## src/rtl/cpu_types_pkg.sv

```systemverilog
// Shared CPU types: memory access size and memory-stage sequencing states.
package cpu_types_pkg;

    typedef enum logic [1:0] {
        WORD = 2'b00,
        HALF = 2'b01,
        BYTE = 2'b10
    } memsize_t;

    typedef enum logic [1:0] {
        IDLE,
        RD,
        WR,
        DONE
    } memstate_t;

endpackage

```

## src/rtl/mem_align.sv

```systemverilog
// Big-endian sub-word alignment: load extract/extend and store merge into a read word.
module mem_align
    import cpu_types_pkg::*;
(
    input  memsize_t    size,
    input  logic        zext,
    input  logic [1:0]  offset,
    input  logic [31:0] rdata,
    input  logic [31:0] sdata,
    output logic [31:0] ldata,
    output logic [31:0] mdata
);
    logic [7:0]  byte_sel;
    logic [15:0] half_sel;

    always_comb begin
        // Offset 0 is the most significant byte.
        case (offset)
            2'd0:    byte_sel = rdata[31:24];
            2'd1:    byte_sel = rdata[23:16];
            2'd2:    byte_sel = rdata[15:8];
            default: byte_sel = rdata[7:0];
        endcase
        half_sel = offset[1] ? rdata[15:0] : rdata[31:16];

        ldata = rdata;
        mdata = sdata;
        case (size)
            BYTE: begin
                ldata = zext ? {24'b0, byte_sel} : {{24{byte_sel[7]}}, byte_sel};
                mdata = rdata;
                case (offset)
                    2'd0:    mdata[31:24] = sdata[7:0];
                    2'd1:    mdata[23:16] = sdata[7:0];
                    2'd2:    mdata[15:8]  = sdata[7:0];
                    default: mdata[7:0]   = sdata[7:0];
                endcase
            end
            HALF: begin
                ldata = zext ? {16'b0, half_sel} : {{16{half_sel[15]}}, half_sel};
                mdata = rdata;
                if (offset[1]) mdata[15:0]  = sdata[15:0];
                else           mdata[31:16] = sdata[15:0];
            end
            default: ;
        endcase
    end

endmodule

```

## src/rtl/mem_stage.sv

```systemverilog
// MIPS memory-access stage: dcache request sequencing, load buffering and stall generation.
// Defining SUBWORD_EN adds byte/half loads and read-modify-write byte/half stores.
module mem_stage
    import cpu_types_pkg::*;
(
    input  logic        CLK,
    input  logic        RST,
    input  logic        advance,
    input  logic        op_valid,
    input  logic        memREN,
    input  logic        memWEN,
    input  logic [1:0]  memsize,
    input  logic        memunsigned,
    input  logic [31:0] addr,
    input  logic [31:0] storedata,
    input  logic        dhit,
    input  logic [31:0] dmemload,
    output logic        dmemREN,
    output logic        dmemWEN,
    output logic [31:0] dmemaddr,
    output logic [31:0] dmemstore,
    output logic [31:0] loaddata,
    output logic        mem_busy
);
    memstate_t   state, state_next;
    logic [31:0] loadbuf;
    logic [31:0] load_val;
    logic        pending;
    logic        sub_store;
    logic        load_hit;

    assign pending  = op_valid & (memREN | memWEN);
    assign dmemaddr = {addr[31:2], 2'b00};

`ifdef SUBWORD_EN
    memsize_t    size;
    logic [31:0] merge_val;
    logic [31:0] mergebuf;
    logic        merge_hit;

    assign size      = memsize_t'(memsize);
    assign sub_store = ~memREN & memWEN & ((size == HALF) | (size == BYTE));
    // The read half of a sub-word store may complete in the issue cycle or later in RD.
    assign merge_hit = pending & sub_store & dhit & ((state == IDLE) | (state == RD));
    assign dmemstore = (state == WR) ? mergebuf : storedata;

    mem_align u_align (
        .size   (size),
        .zext   (memunsigned),
        .offset (addr[1:0]),
        .rdata  (dmemload),
        .sdata  (storedata),
        .ldata  (load_val),
        .mdata  (merge_val)
    );

    always_ff @(posedge CLK) begin
        if (RST)            mergebuf <= '0;
        else if (merge_hit) mergebuf <= merge_val;
    end
`else
    logic unused_cfg;
    assign unused_cfg = ^{memsize, memunsigned, addr[1:0]};
    assign sub_store  = 1'b0;
    assign load_val   = dmemload;
    assign dmemstore  = storedata;
`endif

    always_ff @(posedge CLK) begin
        if (RST) begin
            state   <= IDLE;
            loadbuf <= '0;
        end else begin
            state <= state_next;
            if (load_hit) loadbuf <= load_val;
        end
    end

    always_comb begin
        state_next = state;
        dmemREN    = 1'b0;
        dmemWEN    = 1'b0;
        mem_busy   = 1'b0;
        load_hit   = 1'b0;
        case (state)
            IDLE: begin
                if (pending && sub_store) begin
                    dmemREN    = 1'b1;
                    mem_busy   = 1'b1;
                    state_next = dhit ? WR : RD;
                end else if (pending) begin
                    dmemREN  = memREN;
                    dmemWEN  = ~memREN;
                    mem_busy = ~dhit;
                    load_hit = dhit & memREN;
                    if (dhit) state_next = DONE;
                end
            end
            RD: begin
                if (pending) begin
                    dmemREN  = 1'b1;
                    mem_busy = 1'b1;
                    if (dhit) state_next = WR;
                end else begin
                    state_next = IDLE;
                end
            end
            WR: begin
                if (pending) begin
                    dmemWEN  = 1'b1;
                    mem_busy = ~dhit;
                    if (dhit) state_next = DONE;
                end else begin
                    state_next = IDLE;
                end
            end
            DONE: ;
            default: state_next = IDLE;
        endcase
        // A pipeline advance always retires or abandons the current op.
        if (advance) state_next = IDLE;
        if (RST) begin
            dmemREN  = 1'b0;
            dmemWEN  = 1'b0;
            mem_busy = 1'b0;
            load_hit = 1'b0;
        end
    end

    assign loaddata = RST ? '0 : (load_hit ? load_val : loadbuf);

endmodule
```

## config.mk

```make
export PLATFORM = sky130hd
export DESIGN_NAME = mem_stage
export DESIGN_NICKNAME = d
export VERILOG_FILES = /design/src/rtl/cpu_types_pkg.sv /design/src/rtl/mem_align.sv /design/src/rtl/mem_stage.sv
export SDC_FILE = /design/constraint.sdc
export NUM_CORES = 1
export LEC_CHECK = 0
export ABC_AREA = 1
export ABC_CLOCK_PERIOD_IN_PS = 3800
export BUFFER_PORTS_ARGS = -buffer_cell sky130_fd_sc_hd__clkbuf_2
export CORE_AREA = 2 2 79 81
export CTS_CLUSTER_SIZE = 10
export DETAILED_ROUTE_END_ITERATION = 8
export DIE_AREA = 0 0 81 83
export PLACE_DENSITY_LB_ADDON = 0.2
export SYNTH_ARGS = -nofsm -noshare
export SYNTH_HDL_FRONTEND = slang
export SYNTH_SLANG_ARGS = --single-unit
```

## constraint.sdc

```tcl
create_clock -name CLK -period 3.8 [get_ports CLK]
set_clock_uncertainty 0.1 [all_clocks]
set_input_delay 0.38 -clock CLK [delete_from_list [all_inputs] [get_ports CLK]]
set_output_delay 0.38 -clock CLK [all_outputs]
set_load 0.02 [all_outputs]
```

# Word level (Yosys, flattened, before mapping)
# Index checks and enable logic that the tools add are counted.
# word_totals
wordCells	37
ff_bits	34
# op_classes
reduce_logical	5
n_eq_ne	4
n_bitwise	5
n_mux	21
# ops
operator	n
2-to-1 mux 32 bit	2
2-to-1 mux 1 bit	10
2-to-1 mux 2 bit	5
case mux 1 bit (2 select lines)	3
case mux 2 bit (3 select lines)	1
OR reduction 2 bit	2
!= test 3 bit, second input constant	1
AND reduction 3 bit	1
nonzero test 3 bit	1
bitwise AND 1 bit	2
== test 2 x 1 -> 1 bit, second input constant	1
== test 2 bit, second input constant	1
logical NOT 2 bit	1
!= test 2 bit, second input constant	1
NOT 1 bit	2
bitwise OR 1 bit	1

# Longest topological paths before layout
# depth
depth_word	7
mapped_depth	8

# Worst setup path after synthesis
# Ideal clock, no wire load.
# synth_path
path_kind	flip-flop to output port
startpoint	register state[0]
endpoint	output loaddata[22]
arrival_ns	1.411
stages_incl_launch_ff	8
slack_ns	1.909
required_ns	3.320
path_cell_list	dfxtp_1 inv_1 ha_1 nand3_2 nor2_4 clkbuf_4 o21ai_0 nor2_1
# synth_between
elab_chain_cells	5
# synth_lines
element	line_no	rtl
from (decl)	mem_stage.sv:25	memstate_t state, state_next;
from (signal assigned)	mem_stage.sv:74	state <= state_next;
logical NOT 2 bit	mem_stage.sv:85	case (state)
2-to-1 mux 1 bit	mem_stage.sv:85	
2-to-1 mux 1 bit	mem_stage.sv:122	if (RST) begin
2-to-1 mux 32 bit	--	
2-to-1 mux 32 bit	mem_stage.sv:130	assign loaddata = RST ? '0 : (load_hit ? load_val : loadbuf);
to (decl)	mem_stage.sv:22	output logic [31:0] loaddata,
# Every way passes these cells.

# Worst setup path after layout
# layout_path
startpoint	register state[0]
endpoint	output loaddata[10]
# The elaborated chain is that of the path after synthesis.

==> qor.txt <==
Status - finished clean
Hold Path Origin - dmemload[14]
Max stage delay on crit path - 0.33 ns
Final net count - 367
Wire length per cell - 13.4 um
Reg clk slew, reported paths - 0.07 ns
Pint - 603 uW
Worst setup SP type - flop
WL met1 - 1650 um
Vias after detailed routing - 1437
Worst setup EP type - output port
Worst hold path class - in -> reg
Routed WL - 4470 um
Post-CTS sizing - 0
Worst Tran Pin Value - 0.879 ns
Switch share - 26.4%
Crit path time final - 2.67 ns
Synthesized area - 0.00186 mm2
Vias in the first global route - 1351
Syn Area/Cell - 7.50 um2
Hold Path Sink - loadbuf[14]
Post-Synth XOR/XNOR Area - 0%
IO buf count - 73
Ys Warns - 0
Clock Power Share - 38.1%
Worst-path cell chain - inv_1 -> ha_1 -> nand3_2 -> nor2_4 -> buf_4 -> o21ai_0 -> nor2_1 -> clkbuf_2
Met3 WL - 592 um
Reg2reg end - loadbuf[23]
Worst R2R Start - state[0]
Combinational power share - 15.5%
Sequential Power Share - 46.4%
Placed insts - 325
Mux contribution to synthesized area - 0%
Largest net degree at the start of global routing - 34
Tcrit/Tclk final - 70.2%
Final ANT Viol Nets - 0
Critical path type - reg -> out
Met2 wire len - 2070 um
CTS tree - built
I/O Pins - 205
Fraction of layout cells with a size suffix above 1 - 32.9%
Seq/Total Area, Yosys - 36.6%
Largest family of logic cells by synthesized area - buffers and inverters
Clock Tree Root - clkbuf_8
Yosys top cell by area - dfxtp_1
CP max FO - 19
Most common cell in the synthesized netlist - nor2_1
Number of buffers created by CTS - 5
Area of the core - 0.00582 mm2
# diodes - 0
Chip height - 83 um
CTS H-tree depth - 2
#FFs+latches synth - 34
Setup TNS - 0 ns
Peak supply drop - 0.234 mV
Total grt overflow - 0
Switch Pwr - 216 uW
Clock Latency Late Sink - 0.28 ns
R2R cell count - 7
Num rows - 28
Final Hold Vio Count - 0
Synth-to-Final Area Change - 2.02%
Async SR Flop Fraction - 0%
Die Width - 81 um
Max_cap viols - 0
Final RePlAce weighted congestion - 0.781
FF-to-FF setup slack - 1.87 ns
Uppermost layer routed - met4
Primary FF master, synth - dfxtp_1
Worst EP arrival - 2.19 ns
Final worst slack - 1.13 ns
Hold Crit Depth - 3
Pre-CTS setup slack - 1.36 ns
Post-Synth Simple-Gate Area - 19.8%
Post-synth EDFFs - 0
Hold Slack - 0.260 ns
Max Fclk - 0.375 GHz
First-pass DRT Iterations - 4
Initial core utilization - 32.0%
Setup Buffers After CTS - 0
Synth Area in Compound Gates - 9.68%
Die Footprint - 0.00672 mm2
Yosys cell types - 21
Antenna violations before repair - 0
Synth Area in Adders - 2.69%
Data required time of the worst path - 3.32 ns
First-pass GRT wire length - 6840 um
Detailed Route Iter0 Violations - 33
RSZ-0062 raised after global routing - false
Post-synth top cells - nor2_1, buf_4, dfxtp_1
Drt drc - 0
Detailed placement HPWL - 3320 um
Final Setup Violations - 0
Clock buffer depth - 2
Total GRT Usage - 13.2%
Post-Layout Cell Count - 333
Fin util - 32.6%
Leak - 1.00 nW
Post-synth top area share - 36.6%
Drt via density - 4.32
Max Slew Vio Count - 0
Hold_buf cts - 0
Top cells by area, synth - dfxtp_1, buf_4, nor2_1
Max-slew headroom - 41.3%
Clk sink count - 34
Pwr per Cell Area - 432 mW/mm2
CP max stage cell - dfxtp_1
Gate Count Post-Synth - 248
[worst max-delay path: cells and delay by family, from the launching register on]
kind                     cells  cell delay (ns)
buffers and inverters        3             0.57
AND/OR/NAND/NOR              3             0.64
AO/OA/AOI/OAI                1             0.11
flip-flops                   1             0.33
adder cells (fa/ha/maj)      1             0.24
[stage by stage]
stage / power, mW / cell area [um2]
finish: 0.819 / 1900
global route: 0.871 / 1900
CTS: 0.834 / 1900
detailed placement: 0.518 / 1790
global placement: 0.518 / 1790
floorplan: 0.565 / 1860
[registers in the layout, indices dropped and copies added, names as in the netlist]
| register | flops |
|---|---|
| loadbuf | 32 |
| state | 2 |
[per-layer routing]
layer  up-vias  track usage [%]
met5         -                0
met4         0             6.93
met3        23             7.39
met2        84             19.6
met1       605             14.8
li1        725                -
[final cells by class]
cell class	count	area, um2
fill	695	3920
sequential	34	681
multi-input combinational	133	607
timing repair buffer	74	373
clock buffer	8	110
tap	75	93.8
inverter	9	33.8
[logic make-up (layout without fill, tap and decap cells)]
family,Yosys count,after routing
flops,34,34
buf+inv,82,91
other cells,1,2
simple gates,91,91
compound gates,36,36
fa+ha+maj,4,4
[layout by cell type (no fill, tap or decap), drive strengths merged]
| cell type | instances |
|---|---|
| nand3 | 7 |
| a21oi | 2 |
| nor2 | 69 |
| inv | 9 |
| ha | 4 |
| clkbuf | 81 |
| nor2b | 1 |
| o21ai | 34 |
| nand3b | 1 |
| conb | 2 |
| nand2 | 13 |
| dfxtp | 34 |
| buf | 1 |
[how the worst max path moves through the flow]
stage	start	endpoint	slack, ns	cells past startpoint
4_1_cts	state[0]	loaddata[23]	1.04	8
3_3_place_gp	state[0]	loaddata[23]	1.38	8
3_5_place_dp	state[0]	loaddata[23]	1.36	8
2_1_floorplan	state[0]	loaddata[22]	1.91	7
5_1_grt	state[0]	loaddata[30]	0.86	8
6_report	state[0]	loaddata[10]	1.13	8
[power groups by stage]
stage          combinational [mW]  sequential, mW  clock [mW]
2_1_floorplan               0.178           0.387           0
3_3_place_gp                0.130           0.388           0
3_5_place_dp                0.130           0.388           0
4_1_cts                     0.130           0.380       0.324
5_1_grt                     0.143           0.382       0.346
6_report                    0.127           0.380       0.312
Note: power is estimated with default switching activity, not from simulation.
